--- src/rtl/proc_job_sched_if.sv ---
// Requester-side bundle of the job scheduler: per-requester job requests
// and the grant/done/err pulses returned to each requester.
interface proc_job_sched_if #(
    parameter int N_REQ = 4,
    parameter int LEN_W = 32
);
    logic [N_REQ-1:0]       req_valid;
    logic [2*N_REQ-1:0]     req_mode;
    logic [8*N_REQ-1:0]     req_val;
    logic [LEN_W*N_REQ-1:0] req_len;
    logic [N_REQ-1:0]       grant;
    logic [N_REQ-1:0]       done;
    logic [N_REQ-1:0]       err;

    modport master (
        output req_valid, req_mode, req_val, req_len,
        input  grant, done, err
    );

    modport slave (
        input  req_valid, req_mode, req_val, req_len,
        output grant, done, err
    );
endinterface

--- src/rtl/proc_job_sched.sv ---
// Round-robin job scheduler: picks one requester, holds its configuration
// stable for the datapath, starts the source and waits for completion/timeout.
module proc_job_sched #(
    parameter int N_REQ      = 4,
    parameter int LEN_W      = 32,
    parameter int TIMEOUT    = 1 << 20,
    parameter int CFG_CYCLES = 4
) (
    input  logic             clk,
    input  logic             rst_n,
    proc_job_sched_if.slave  jobs,
    output logic [1:0]       slv_mode,
    output logic [7:0]       slv_proc_val,
    output logic             src_start,
    output logic [LEN_W-1:0] src_len,
    output logic             proc_flush,
    input  logic             mstr_data_cmplt,
    output logic             busy
);
    localparam int          ID_W    = $clog2(N_REQ);
    localparam int unsigned NR      = N_REQ;
    localparam int          CNT_MAX = (TIMEOUT > CFG_CYCLES) ? TIMEOUT : CFG_CYCLES;
    localparam int          CNT_W   = $clog2(CNT_MAX) + 1;
    localparam logic [N_REQ-1:0] ONE_HOT0 = {{(N_REQ-1){1'b0}}, 1'b1};

    localparam logic [2:0] S_IDLE  = 3'd0;
    localparam logic [2:0] S_ARB   = 3'd1;
    localparam logic [2:0] S_CFG   = 3'd2;
    localparam logic [2:0] S_START = 3'd3;
    localparam logic [2:0] S_RUN   = 3'd4;
    localparam logic [2:0] S_DONE  = 3'd5;
    localparam logic [2:0] S_ABORT = 3'd6;

    logic [2:0]       state;
    logic [2:0]       state_next;
    logic [CNT_W-1:0] cnt;
    logic [ID_W-1:0]  last;
    logic [ID_W-1:0]  job_id;
    logic [1:0]       job_mode;
    logic [7:0]       job_val;
    logic [LEN_W-1:0] job_len;

    logic [1:0]       mode_a [N_REQ];
    logic [7:0]       val_a  [N_REQ];
    logic [LEN_W-1:0] len_a  [N_REQ];

    for (genvar g = 0; g < N_REQ; g++) begin : g_unpack
        assign mode_a[g] = jobs.req_mode[2*g +: 2];
        assign val_a[g]  = jobs.req_val[8*g +: 8];
        assign len_a[g]  = jobs.req_len[LEN_W*g +: LEN_W];
    end

    logic            win_found;
    logic [ID_W-1:0] win_id;
    logic [ID_W-1:0] scan_idx;
    logic [1:0]      win_mode;
    logic [7:0]      win_val;
    logic [LEN_W-1:0] win_len;
    logic            win_illegal;

    // Scan starts one past the previous winner so every requester gets a turn.
    always_comb begin
        win_found = 1'b0;
        win_id    = '0;
        scan_idx  = '0;
        for (int unsigned i = 1; i <= NR; i++) begin
            scan_idx = ID_W'((32'(last) + i) % NR);
            if (!win_found && jobs.req_valid[scan_idx]) begin
                win_found = 1'b1;
                win_id    = scan_idx;
            end
        end
    end

    assign win_mode    = mode_a[win_id];
    assign win_val     = val_a[win_id];
    assign win_len     = len_a[win_id];
    assign win_illegal = (win_mode == 2'b00) || (win_mode == 2'b11) || (win_len == '0);

    always_comb begin
        state_next = state;
        case (state)
            S_IDLE:  if (|jobs.req_valid) state_next = S_ARB;
            S_ARB: begin
                if (!win_found || win_illegal) state_next = S_IDLE;
                else                           state_next = S_CFG;
            end
            S_CFG:   if (cnt == CNT_W'(CFG_CYCLES - 1)) state_next = S_START;
            S_START: state_next = S_RUN;
            S_RUN: begin
                if (mstr_data_cmplt)                  state_next = S_DONE;
                else if (cnt == CNT_W'(TIMEOUT - 1))  state_next = S_ABORT;
            end
            S_DONE:  state_next = S_IDLE;
            S_ABORT: state_next = S_IDLE;
            default: state_next = S_IDLE;
        endcase
    end

    always_ff @(posedge clk or negedge rst_n) begin
        if (!rst_n) begin
            state    <= S_IDLE;
            cnt      <= '0;
            last     <= ID_W'(N_REQ - 1);
            job_id   <= '0;
            job_mode <= '0;
            job_val  <= '0;
            job_len  <= '0;
        end else begin
            state <= state_next;
            if (state_next != state)
                cnt <= '0;
            else if (state == S_CFG || state == S_RUN)
                cnt <= cnt + 1'b1;
            if (state == S_ARB && win_found) begin
                last     <= win_id;
                job_id   <= win_id;
                job_mode <= win_mode;
                job_val  <= win_val;
                job_len  <= win_len;
            end
        end
    end

    logic [N_REQ-1:0] grant_vec;
    logic [N_REQ-1:0] done_vec;
    logic [N_REQ-1:0] err_vec;

    // Outputs decode the async-reset state so reset clears them without a clock.
    always_comb begin
        grant_vec    = '0;
        done_vec     = '0;
        err_vec      = '0;
        slv_mode     = '0;
        slv_proc_val = '0;
        src_len      = '0;
        src_start    = 1'b0;
        proc_flush   = 1'b0;
        case (state)
            S_ARB: begin
                if (win_found) begin
                    grant_vec = ONE_HOT0 << win_id;
                    if (win_illegal) err_vec = ONE_HOT0 << win_id;
                end
            end
            S_CFG, S_START, S_RUN: begin
                slv_mode     = job_mode;
                slv_proc_val = job_val;
                src_len      = job_len;
                src_start    = (state == S_START);
            end
            S_DONE:  done_vec = ONE_HOT0 << job_id;
            S_ABORT: begin
                err_vec    = ONE_HOT0 << job_id;
                proc_flush = 1'b1;
            end
            default: ;
        endcase
    end

    assign busy       = (state != S_IDLE);
    assign jobs.grant = grant_vec;
    assign jobs.done  = done_vec;
    assign jobs.err   = err_vec;
endmodule

--- src/flat_wrapper.sv ---
// flat-port wrapper written by rule: the top's interface ports become plain ports
module proc_job_sched_flat 
#(
    parameter int N_REQ      = 4,
    parameter int LEN_W      = 32,
    parameter int TIMEOUT    = 1 << 20,
    parameter int CFG_CYCLES = 4
)
  (clk, rst_n, slv_mode, slv_proc_val, src_start, src_len, proc_flush, mstr_data_cmplt, busy, jobs_req_valid, jobs_req_mode, jobs_req_val, jobs_req_len, jobs_grant, jobs_done, jobs_err);
  proc_job_sched_if #(.N_REQ(N_REQ), .LEN_W(LEN_W)) jobs_i ();
  input  logic clk;
  input  logic rst_n;
  output logic [1:0] slv_mode;
  output logic [7:0] slv_proc_val;
  output logic src_start;
  output logic [LEN_W-1:0] src_len;
  output logic proc_flush;
  input  logic mstr_data_cmplt;
  output logic busy;
  input wire logic [$bits(jobs_i.req_valid)-1:0] jobs_req_valid;
  input wire logic [$bits(jobs_i.req_mode)-1:0] jobs_req_mode;
  input wire logic [$bits(jobs_i.req_val)-1:0] jobs_req_val;
  input wire logic [$bits(jobs_i.req_len)-1:0] jobs_req_len;
  output wire logic [$bits(jobs_i.grant)-1:0] jobs_grant;
  output wire logic [$bits(jobs_i.done)-1:0] jobs_done;
  output wire logic [$bits(jobs_i.err)-1:0] jobs_err;
  assign jobs_i.req_valid = jobs_req_valid;
  assign jobs_i.req_mode = jobs_req_mode;
  assign jobs_i.req_val = jobs_req_val;
  assign jobs_i.req_len = jobs_req_len;
  assign jobs_grant = jobs_i.grant;
  assign jobs_done = jobs_i.done;
  assign jobs_err = jobs_i.err;
  proc_job_sched #(.N_REQ(N_REQ), .LEN_W(LEN_W), .TIMEOUT(TIMEOUT), .CFG_CYCLES(CFG_CYCLES)) u_core (.clk(clk), .rst_n(rst_n), .jobs(jobs_i), .slv_mode(slv_mode), .slv_proc_val(slv_proc_val), .src_start(src_start), .src_len(src_len), .proc_flush(proc_flush), .mstr_data_cmplt(mstr_data_cmplt), .busy(busy));
endmodule
--- config.mk ---
export PLATFORM = sky130hd
export DESIGN_NAME = proc_job_sched_flat
export DESIGN_NICKNAME = d
export VERILOG_FILES = /design/src/rtl/proc_job_sched_if.sv /design/src/rtl/proc_job_sched.sv /design/src/flat_wrapper.sv
export SDC_FILE = /design/constraint.sdc
export NUM_CORES = 1
export LEC_CHECK = 0
export BUFFER_PORTS_ARGS = -buffer_cell sky130_fd_sc_hd__buf_2
export CAP_MARGIN = 20
export CORE_MARGIN = 1.5
export CORE_UTILIZATION = 47
export CTS_CLUSTER_SIZE = 25
export DETAILED_ROUTE_END_ITERATION = 10
export GPL_ROUTABILITY_DRIVEN = 0
export PLACE_DENSITY = 0.92
export SYNTH_ARGS = -nofsm -noshare
export SYNTH_HDL_FRONTEND = slang
export SYNTH_SLANG_ARGS = --single-unit
--- constraint.sdc ---
create_clock -name clk -period 3.2 [get_ports clk]
set_input_delay 0.16 -clock clk [delete_from_list [all_inputs] [get_ports clk]]
set_output_delay 0.16 -clock clk [all_outputs]
set_load 0.01 [all_outputs]
==> flow_summary.json, run 1 <==
{
  "hold_path_depth": 5,
  "num_vias": 5261,
  "synth_cells": 581,
  "crit_chain": "and3b_2 > o31a_4 > bufbuf_16 > mux2i_1 > mux2i_1 > nor4_2 > nand4_1 > o21ai_4 > a32o_1 > buf_2",
  "syn2layout_area_growth_pct": 38.4,
  "wl_per_cell_um": 17.9,
  "drcViolationCount": 0,
  "irDropWorstVdd_mv": 0.476,
  "fin_crit_sh": 1.08,
  "period_needed_ns": 3.46,
  "clockBufferDepth": 2,
  "grt_pass1_vias": 4958,
  "crit_start": "u_core.last[0]$_DFFE_PN1P_",
  "gr-total-overflow": 0,
  "cp.arrival_ns": 3.30,
  "clk_pin_slew_ns": 0.08,
  "rr_endpoint": "u_core.state[1]$_DFF_PN0_",
  "reg2reg_depth": 9,
  "ys_warn_count": 0,
  "power_mw": 5.67,
  "slew_violations": 0,
  "hp-class": "in -> reg",
  "std_cell_rows": 36,
  "crit_top_cell": "mux2i_1",
  "dr.pass1.iters": 5,
  "antenna_cells": 0,
  "nets": 988,
  "hold_slack_ns": 0.187,
  "ff_latch_area_sq_um": 1750,
  "cp_slowest_cell": "dfstp_2",
  "timing_worst_slew_pin_value_ns": 0.894,
  "fmax_mhz": 289,
  "finalWirelength_um": 17000,
  "ant_nets": 0,
  "multi_input_area_sq_um": 2980,
  "fp.dieH_um": 104,
  "cap_violations": 0,
  "status": "finished with violations",
  "p_leak_nw": 3.70,
  "holdPathEnd": "u_core.job_val[6]$_DFFE_PN0P_",
  "cp-start-kind": "register",
  "cp-end-kind": "output pin",
  "critPathMaxStageDelay_ns": 0.55,
  "core_area_sq_um": 9860,
  "syn_nets": 757,
  "netlist-cell-type-count": 41,
  "die_x_um": 104,
  "max-slew-margin-rel": 0.404,
  "place_hpwl_um": 11500,
  "die_area_sq_um": 10900,
  "numCtsBuffers": 9,
  "rsz0062_at_grt": "yes",
  "r2r-start": "u_core.last[0]$_DFFE_PN1P_",
  "worstPathRequired_ns": 3.04,
  "regToRegSetupSlack_ns": 0.30,
  "cts_tree": "built",
  "worst-path-max-fanout": 20,
  "ioPinCount": 232,
  "clk_latency_ns": 0.35,
  "syn_area_sq_um": 4840,
  "hold_viol": 0,
  "start_util": 0.491,
  "hold_path_startpoint": "jobs_req_val[6]",
  "nFillCells": 759,
  "clock_sinks": 70,
  "ys_ff_latch": 70,
  "ctsHtreeMaxLevel": 3,
  "finClkSkew_ns": 0.00882,
  "first_iter_violations": 515,
  "antenna_found_initial": 0,
  "vias_per_cell": 5.54,
  "violations": "negative setup slack",
  "fin_ws_ns": -0.259,
  "p_per_area_nw_per_um2": 847,
  "drive_above_1_share": 0.354,
  "ys_seq_area_frac": 0.362,
  "grt_max_degree": 71,
  "grt_use_total": 0.292,
  "grt_pass1_wl_um": 25300,
  "final-setup-viol-count": 4,
  "worstSetupPathType": "reg -> out",
  "synth_area_per_cell_sq_um": 8.33,
  "port-buffer-count": 231,
  "clock-root-buffer": "clkbuf_8"
}
-- registers in the layout, summed over array words and instances, names as in the netlist --
signal           count
u_core.job_id        2
u_core.last          2
u_core.job_mode      2
u_core.job_len      32
u_core.cnt          21
u_core.job_val       8
u_core.state         3
-- Yosys cell counts, drive strengths merged --
master,instances,share of area
nand2,166,0.13
mux2i,98,0.20
dfrtp,68,0.35
and2,44,0.057
nor2,35,0.027
o21ai,21,0.022
clkbuf,20,0.016
xor2,18,0.033
buf,15,0.025
nand3,15,0.016
nor4,13,0.018
nand4,8,0.010
nor3,7,0.0072
a21oi,5,0.0052
and4,5,0.0090
nor2b,5,0.0065
a32o,4,0.0083
inv,4,0.0031
nand2b,4,0.0052
and3,3,0.0039
xnor2,3,0.0054
a211oi,2,0.0031
a21o,2,0.0031
a31oi,2,0.0026
dfstp,2,0.011
or3,2,0.0026
and3b,1,0.0018
ha,1,0.0026
nand4b,1,0.0018
nor3b,1,0.0016
nor4b,1,0.0018
o221ai,1,0.0018
o22ai,1,0.0013
o31a,1,0.0018
o31ai,1,0.0016
or2,1,0.0013
-- cells by family (layout without fill, tap and decap cells) --
group	count (synthesis)	after routing	synth area share
AO/OA/AOI/OAI	40	41	0.0512
AND/OR/NAND/NOR	312	312	0.299
adder cells (fa/ha/maj)	1	1	0.00258
multiplexers	98	98	0.203
XOR/XNOR	21	21	0.0380
buffers and inverters	39	274	0.0439
flip-flops	70	70	0.362
-- critical path, delay by kind of cell (launching register included) --
family          cells  cell delay (ns)
flops               1             0.55
buf+inv             2             0.45
mux                 2             0.37
simple gates        3             0.73
compound gates      3             0.85
-- area by class of cell --
cell class              count  share of cell area
clock buffers              11              0.0226
inverters                   4             0.00224
multi-input cells         473               0.445
well taps                 133              0.0248
flip-flops and latches     70               0.262
clock inverters             5              0.0192
repair buffers            254               0.225
-- power breakdown --
group | total, mW | internal, mW | leakage [nW] | switching [mW]
Combinational | 3.25 | 1.36 | 2.67 | 1.89
Clock | 0.985 | 0.641 | 0.140 | 0.344
Sequential | 1.44 | 1.21 | 0.893 | 0.224
Total | 5.67 | 3.21 | 3.70 | 2.46
-- how the worst max path moves through the flow --
stage | endpoint | slack, ns
2_1_floorplan | jobs_err[0] | 0.71
3_3_place_gp | jobs_err[1] | 0.12
6_report | jobs_err[1] | -0.26
3_5_place_dp | jobs_err[1] | 0.008
5_1_grt | jobs_err[2] | -0.36
4_1_cts | jobs_err[1] | -0.1
-- cells in the final DEF, fill, tap and decap left out, types with 3 or more instances in the layout --
cell type,Yosys,layout
and2_1,44,44
buf_2,2,230
nor4_1,12,7
inv_1,4,4
nand2b_1,4,3
clkbuf_8,0,11
mux2i_1,98,98
nand3_1,15,15
a32o_1,4,4
nor4_2,1,6
xnor2_1,3,3
xor2_1,18,18
nand4_1,8,8
nor2b_1,5,3
dfrtp_1,68,68
buf_16,0,4
and4_1,5,5
a21oi_1,5,4
bufinv_16,0,4
clkbuf_16,0,3
buf_4,5,14
and3_1,3,3
nor3_1,7,7
nand2_1,166,166
nor2_1,35,35
o21ai_0,20,19
-- through the flow --
step           instances  setup WS [ns]  instance area (sq um)  setup TNS, ns   util
3_3_place_gp         922          0.119                   6120              0  0.620
3_5_place_dp         922        0.00796                   6120              0  0.620
2_1_floorplan        581          0.707                   4840              0      -
5_1_grt              950         -0.360                   6700          -1.40  0.679
6_report             950         -0.259                   6700          -1.01  0.679
4_1_cts              945        -0.0973                   6580         -0.365  0.667
-- routing by layer --
metal | part of all wire | wire length [um] | GRT usage
met5 | 0 | 0 | 0
met4 | 0.038 | 653 | 0.0744
met3 | 0.099 | 1680 | 0.0808
met2 | 0.47 | 8040 | 0.478
met1 | 0.39 | 6650 | 0.380
-- repair_timing --
action / in CTS / in global routing
hold endpoints to repair: 68 / 0
endpoints found under the setup margin: 4 / 4
gates resized for setup: 10 / 5
cloned: 4 / 4
setup buffers: 2 / 1
pin swaps: 10 / 5
hold buffers: 1 / 0
Power figures use the tool's default switching activity.
==> run 2, diff against run 1 <==
--- a/config.mk
+++ b/config.mk
@@ -7,12 +7,14 @@
 export LEC_CHECK = 0
 export BUFFER_PORTS_ARGS = -buffer_cell sky130_fd_sc_hd__buf_2
 export CAP_MARGIN = 20
+export CORE_ASPECT_RATIO = 0.75
 export CORE_MARGIN = 1.5
 export CORE_UTILIZATION = 47
 export CTS_CLUSTER_SIZE = 25
 export DETAILED_ROUTE_END_ITERATION = 10
 export GPL_ROUTABILITY_DRIVEN = 0
 export PLACE_DENSITY = 0.92
+export RECOVER_POWER = 50
 export SYNTH_ARGS = -nofsm -noshare
 export SYNTH_HDL_FRONTEND = slang
 export SYNTH_SLANG_ARGS = --single-unit
==> flow_summary.json, run 2 (synthesis gave the netlist of run 1 again) <==
{
  "grt_pass1_wl_um": 24100,
  "largest_reg_flops": 32,
  "status": "finished with violations",
  "ff_latch_area_sq_um": 1750,
  "finClkSkew_ns": 0.00816,
  "core_area_sq_um": 9850,
  "cp-end-kind": "output pin",
  "nets": 988,
  "clk_pin_slew_ns": 0.06,
  "drcViolationCount": 0,
  "clock-root-buffer": "clkbuf_16",
  "crit_start": "u_core.last[0]$_DFFE_PN1P_",
  "postLayoutCellArea_sq_um": 6770,
  "slew_violations": 71,
  "clockBufferDepth": 2,
  "p_leak_nw": 3.62,
  "vias_per_cell": 5.30,
  "final_cell_mix": "224 x buf_2, 166 x nand2_1, 82 x mux2i_1, 68 x dfrtp_1, 44 x and2_1",
  "antenna_found_initial": 0,
  "max_flop_register": "u_core.job_len",
  "fp.dieH_um": 90.9,
  "fin_crit_sh": 1.03,
  "cp-start-kind": "register",
  "crit_chain": "and3b_2 > o31a_4 > buf_12 > mux2i_2 > mux2i_2 > nor4_1 > nand4_1 > o21ai_4 > a32o_1 > buf_2",
  "max-slew-margin-rel": -0.140,
  "clk_latency_ns": 0.33,
  "ioPinCount": 232,
  "cp.arrival_ns": 3.14,
  "worst-path-max-fanout": 10,
  "layout_commonest_cell": "buf_2",
  "r2r-start": "u_core.last[0]$_DFFE_PN1P_",
  "first_iter_violations": 271,
  "cts_tree": "built",
  "dpl_worst_slack_ns": -0.0223,
  "clock_sinks": 70,
  "start_util": 0.491,
  "crit_top_cell": "mux2i_2",
  "place_area_sq_um": 6140,
  "cp_slowest_cell": "dfstp_2",
  "finalWirelength_um": 15600,
  "gr-total-overflow": 0,
  "period_needed_ns": 3.30,
  "fmax_mhz": 303,
  "dr.pass1.iters": 5,
  "port-buffer-count": 231,
  "multi_input_area_sq_um": 3100,
  "grt_max_degree": 71,
  "reg_top3": "u_core.job_len: 32 flops, u_core.cnt: 21 flops, u_core.job_val: 8 flops",
  "die_area_sq_um": 10900,
  "wl_per_cell_um": 16.5,
  "worstSetupPathType": "reg -> out",
  "violations": "max-capacitance violations, max-slew violations, negative setup slack",
  "hp-class": "in -> reg",
  "final-setup-viol-count": 4,
  "drive_above_1_share": 0.364,
  "hold_path_startpoint": "jobs_req_val[12]",
  "hold_viol": 0,
  "irDropWorstVdd_mv": 0.408,
  "place_hpwl_um": 11300,
  "antenna_cells": 0,
  "power_mw": 5.62,
  "ant_nets": 0,
  "p_per_area_nw_per_um2": 830,
  "final_core_util": 0.687,
  "numCtsBuffers": 9,
  "cap_violations": 1,
  "tns_ns": -0.359,
  "grt_pass1_vias": 4884,
  "rsz0062_at_grt": "yes",
  "syn2layout_area_growth_pct": 39.8,
  "num_vias": 5034,
  "std_cell_rows": 31,
  "worstPathRequired_ns": 3.04,
  "fin_ws_ns": -0.102,
  "grt_use_total": 0.283,
  "nFillCells": 841,
  "critPathMaxStageDelay_ns": 0.54,
  "ctsHtreeMaxLevel": 3,
  "timing_worst_slew_pin_value_ns": 1.71,
  "die_x_um": 120
}
==> run 2: cell types whose count changed in the layout (fill, tap and decap cells not counted), moves of 3 or more <==
cell,previous run,this run
clkinvlp_4,0,3
clkbuf_1,0,6
clkbuf_16,3,11
mux2i_1,98,82
bufinv_16,4,0
buf_2,230,224
mux2i_2,0,9
clkbuf_8,11,1
mux2i_4,0,7
buf_12,1,5
buf_16,4,1
==> run 2: worst paths after layout <==
kind / endpoint / slack, ns / cells past startpoint
max in group asynchronous: u_core.job_val[3]$_DFFE_PN0P_ / 1.35 / 2
min reg2reg: u_core.job_len[16]$_DFFE_PN0P_ / 0.47 / 2
max reg2reg: u_core.state[1]$_DFF_PN0_ / 0.41 / 9
max: jobs_err[1] / -0.10 / 10
min: u_core.job_val[4]$_DFFE_PN0P_ / 0.21 / 5
min in group asynchronous: u_core.cnt[3]$_DFFE_PN0P_ / 0.83 / 2
==> run 2: stage by stage <==
| step | std cells | hold WS [ns] |
|---|---|---|
| 3_3_place_gp | 920 | 0.324 |
| 2_1_floorplan | 581 | -0.136 |
| 4_1_cts | 946 | 0.207 |
| 5_1_grt | 949 | 0.260 |
| 3_5_place_dp | 920 | 0.336 |
| 6_report | 949 | 0.207 |
==> run 2: worst max-delay path: cells and delay by family, from the launching register on <==
family	cells	cell delay (ns)
buffers and inverters	2	0.33
DFF	1	0.54
muxes	2	0.38
AOI/OAI and AO/OA	3	0.87
and+or+nand+nor	3	0.69
==> run 2: what timing repair did <==
action,CTS,global route
gates resized for setup,29,7
hold endpoints to repair,66,0
buffers inserted,7,1
hold buffers,1,0
pin swaps,8,9
setup endpoints to repair,4,4
gates cloned,2,2
==> run 2: cell type report <==
class | instances | area share
timing repair buffer | 254 | 0.215
sequential | 70 | 0.259
multi-input combinational | 473 | 0.457
tap | 132 | 0.0244
clock inverter | 6 | 0.00666
clock buffer | 10 | 0.0353
inverter | 4 | 0.00222
==> run 2: routing by layer <==
layer  routed length [um]  up-vias  GRT usage
met5                    0        -          0
met4                  156        0     0.0615
met3                 1130       15     0.0650
met2                 7550      201      0.479
met1                 6800     2378      0.369
li1                     -     2440          -
==> run 2: power by group <==
part | total, mW | internal [mW] | switching, mW
clock | 0.947 | 0.550 | 0.397
sequential | 1.42 | 1.22 | 0.209
combinational | 3.24 | 1.37 | 1.87
==> run 3, diff against run 2 <==
--- a/config.mk
+++ b/config.mk
@@ -10,10 +10,11 @@
 export CORE_ASPECT_RATIO = 0.75
 export CORE_MARGIN = 1.5
 export CORE_UTILIZATION = 47
+export CTS_CLUSTER_DIAMETER = 100
 export CTS_CLUSTER_SIZE = 25
 export DETAILED_ROUTE_END_ITERATION = 10
 export GPL_ROUTABILITY_DRIVEN = 0
-export PLACE_DENSITY = 0.92
+export PLACE_DENSITY = 0.81
 export RECOVER_POWER = 50
 export SYNTH_ARGS = -nofsm -noshare
 export SYNTH_HDL_FRONTEND = slang
==> flow_summary.json, run 3 (synthesis gave the netlist of run 1 again) <==
{
  "drcViolationCount": 0,
  "finClkSkew_ns": 0.00857,
  "grt_use_total": 0.288,
  "cts_tree": "built",
  "met1Wirelength_um": 6910,
  "power_mw": 5.81,
  "worstSetupPathType": "reg -> out",
  "max-slew-margin-rel": -0.474,
  "worstPathRequired_ns": 3.04,
  "die_area_sq_um": 10900,
  "hold_path_startpoint": "jobs_req_val[10]",
  "rsz0062_at_grt": "yes",
  "fp.dieH_um": 90.9,
  "irDropWorstVdd_mv": 0.416,
  "vias_per_cell": 5.52,
  "drive_above_1_share": 0.364,
  "largest_reg_flops": 32,
  "status": "finished with violations",
  "top_layer": "met4",
  "dpl_worst_slack_ns": 0.177,
  "hold_slack_ns": 0.211,
  "antenna_cells": 0,
  "final_cell_mix": "224 x buf_2, 166 x nand2_1, 84 x mux2i_1, 68 x dfrtp_1, 44 x and2_1",
  "postLayoutCellArea_sq_um": 6790,
  "ctsHtreeMaxLevel": 3,
  "grt_max_degree": 57,
  "clock-root-buffer": "clkbuf_16",
  "syn2layout_area_growth_pct": 40.2,
  "period_needed_ns": 3.40,
  "cp-end-kind": "output pin",
  "clk_latency_ns": 0.33,
  "dr.pass1.iters": 5,
  "nets": 997,
  "antenna_found_initial": 0,
  "timing_worst_slew_pin_value_ns": 2.21,
  "layout_commonest_cell": "buf_2",
  "p_per_area_nw_per_um2": 856,
  "slew_violations": 43,
  "dr_wl_met3_um": 1490,
  "fmax_mhz": 294,
  "gr-total-overflow": 0,
  "tns_ns": -0.764,
  "std_cell_rows": 31,
  "finalWirelength_um": 16400,
  "r2r-start": "u_core.last[0]$_DFFE_PN1P_",
  "fin_crit_sh": 1.06,
  "clock_sinks": 70,
  "ioPinCount": 232,
  "p_leak_nw": 3.67,
  "clk_pin_slew_ns": 0.06,
  "die_x_um": 120,
  "reg_top3": "u_core.job_len: 32 flops, u_core.cnt: 21 flops, u_core.job_val: 8 flops",
  "num_vias": 5285,
  "hold_viol": 0,
  "crit_start": "u_core.last[0]$_DFFE_PN1P_",
  "hp-class": "in -> reg",
  "grt_pass1_vias": 4933,
  "core_area_sq_um": 9850,
  "multi_input_area_sq_um": 3030,
  "max_flop_register": "u_core.job_len",
  "cp.arrival_ns": 3.24,
  "numCtsBuffers": 9,
  "first_iter_violations": 370,
  "place_hpwl_um": 12200,
  "worst-path-max-fanout": 6,
  "port-buffer-count": 231,
  "ff_latch_area_sq_um": 1750,
  "ant_nets": 0,
  "grt_pass1_wl_um": 24700,
  "nFillCells": 771,
  "start_util": 0.491,
  "wl_per_cell_um": 17.1,
  "final-setup-viol-count": 4,
  "clockBufferDepth": 2,
  "wl_met2_um": 7770,
  "fin_ws_ns": -0.197,
  "cap_violations": 1,
  "violations": "max-capacitance violations, max-slew violations, negative setup slack",
  "place_area_sq_um": 6190,
  "cp-start-kind": "register"
}
## run 3: cell type report
class | count | area share
multi-input cells | 472 | 0.446
clock inverters | 5 | 0.0157
clock buffers | 11 | 0.0358
inverters | 4 | 0.00221
well taps | 132 | 0.0243
flip-flops and latches | 70 | 0.258
repair buffers | 264 | 0.218
## run 3: routing by layer
layer,GRT usage,vias up
met4,0.0704,0
met3,0.0713,34
met5,0,-
li1,-,2444
met1,0.389,2510
met2,0.464,297
## run 3: stage by stage
step | std cells | util
after CTS | 955 | 0.683
after detailed placement | 931 | 0.628
after global placement | 931 | 0.628
after floorplan | 581 | -
after global routing | 958 | 0.689
final | 958 | 0.689
## run 3: worst max-delay path: stages (launching register included)
cell     delay, ns
dfstp_2       0.56
and3b_2       0.22
o31a_4        0.41
buf_12        0.17
buf_12        0.13
mux2i_1       0.20
mux2i_2       0.16
nor4_2        0.34
nand4_1       0.18
o21ai_4       0.23
a32o_1        0.16
buf_2         0.13
## run 3: what timing repair did
action	CTS	global route
hold buffers	0	1
setup endpoints to repair	4	4
gates cloned	2	0
pin swaps	9	12
gates resized for setup	15	16
hold endpoints to repair	0	44
setup buffers	6	1
## run 3: path summary, 6_finish.rpt
check,end,cells past startpoint,slack (ns)
worst max-delay path,jobs_err[0],11,-0.20
worst min register to register,u_core.job_len[0]$_DFFE_PN0P_,2,0.46
worst min-delay path,u_core.job_val[2]$_DFFE_PN0P_,5,0.21
worst max register to register,u_core.state[1]$_DFF_PN0_,10,0.30
min in group asynchronous,u_core.cnt[1]$_DFFE_PN0P_,2,0.25
max in group asynchronous,u_core.job_mode[1]$_DFFE_PN0P_,4,0.51
## run 3: power breakdown
part / switching [mW] / leakage, nW / internal, mW / total [mW]
clock network: 0.377 / 0.166 / 0.784 / 1.16
registers: 0.217 / 0.893 / 1.22 / 1.43
logic: 1.86 / 2.62 / 1.36 / 3.22
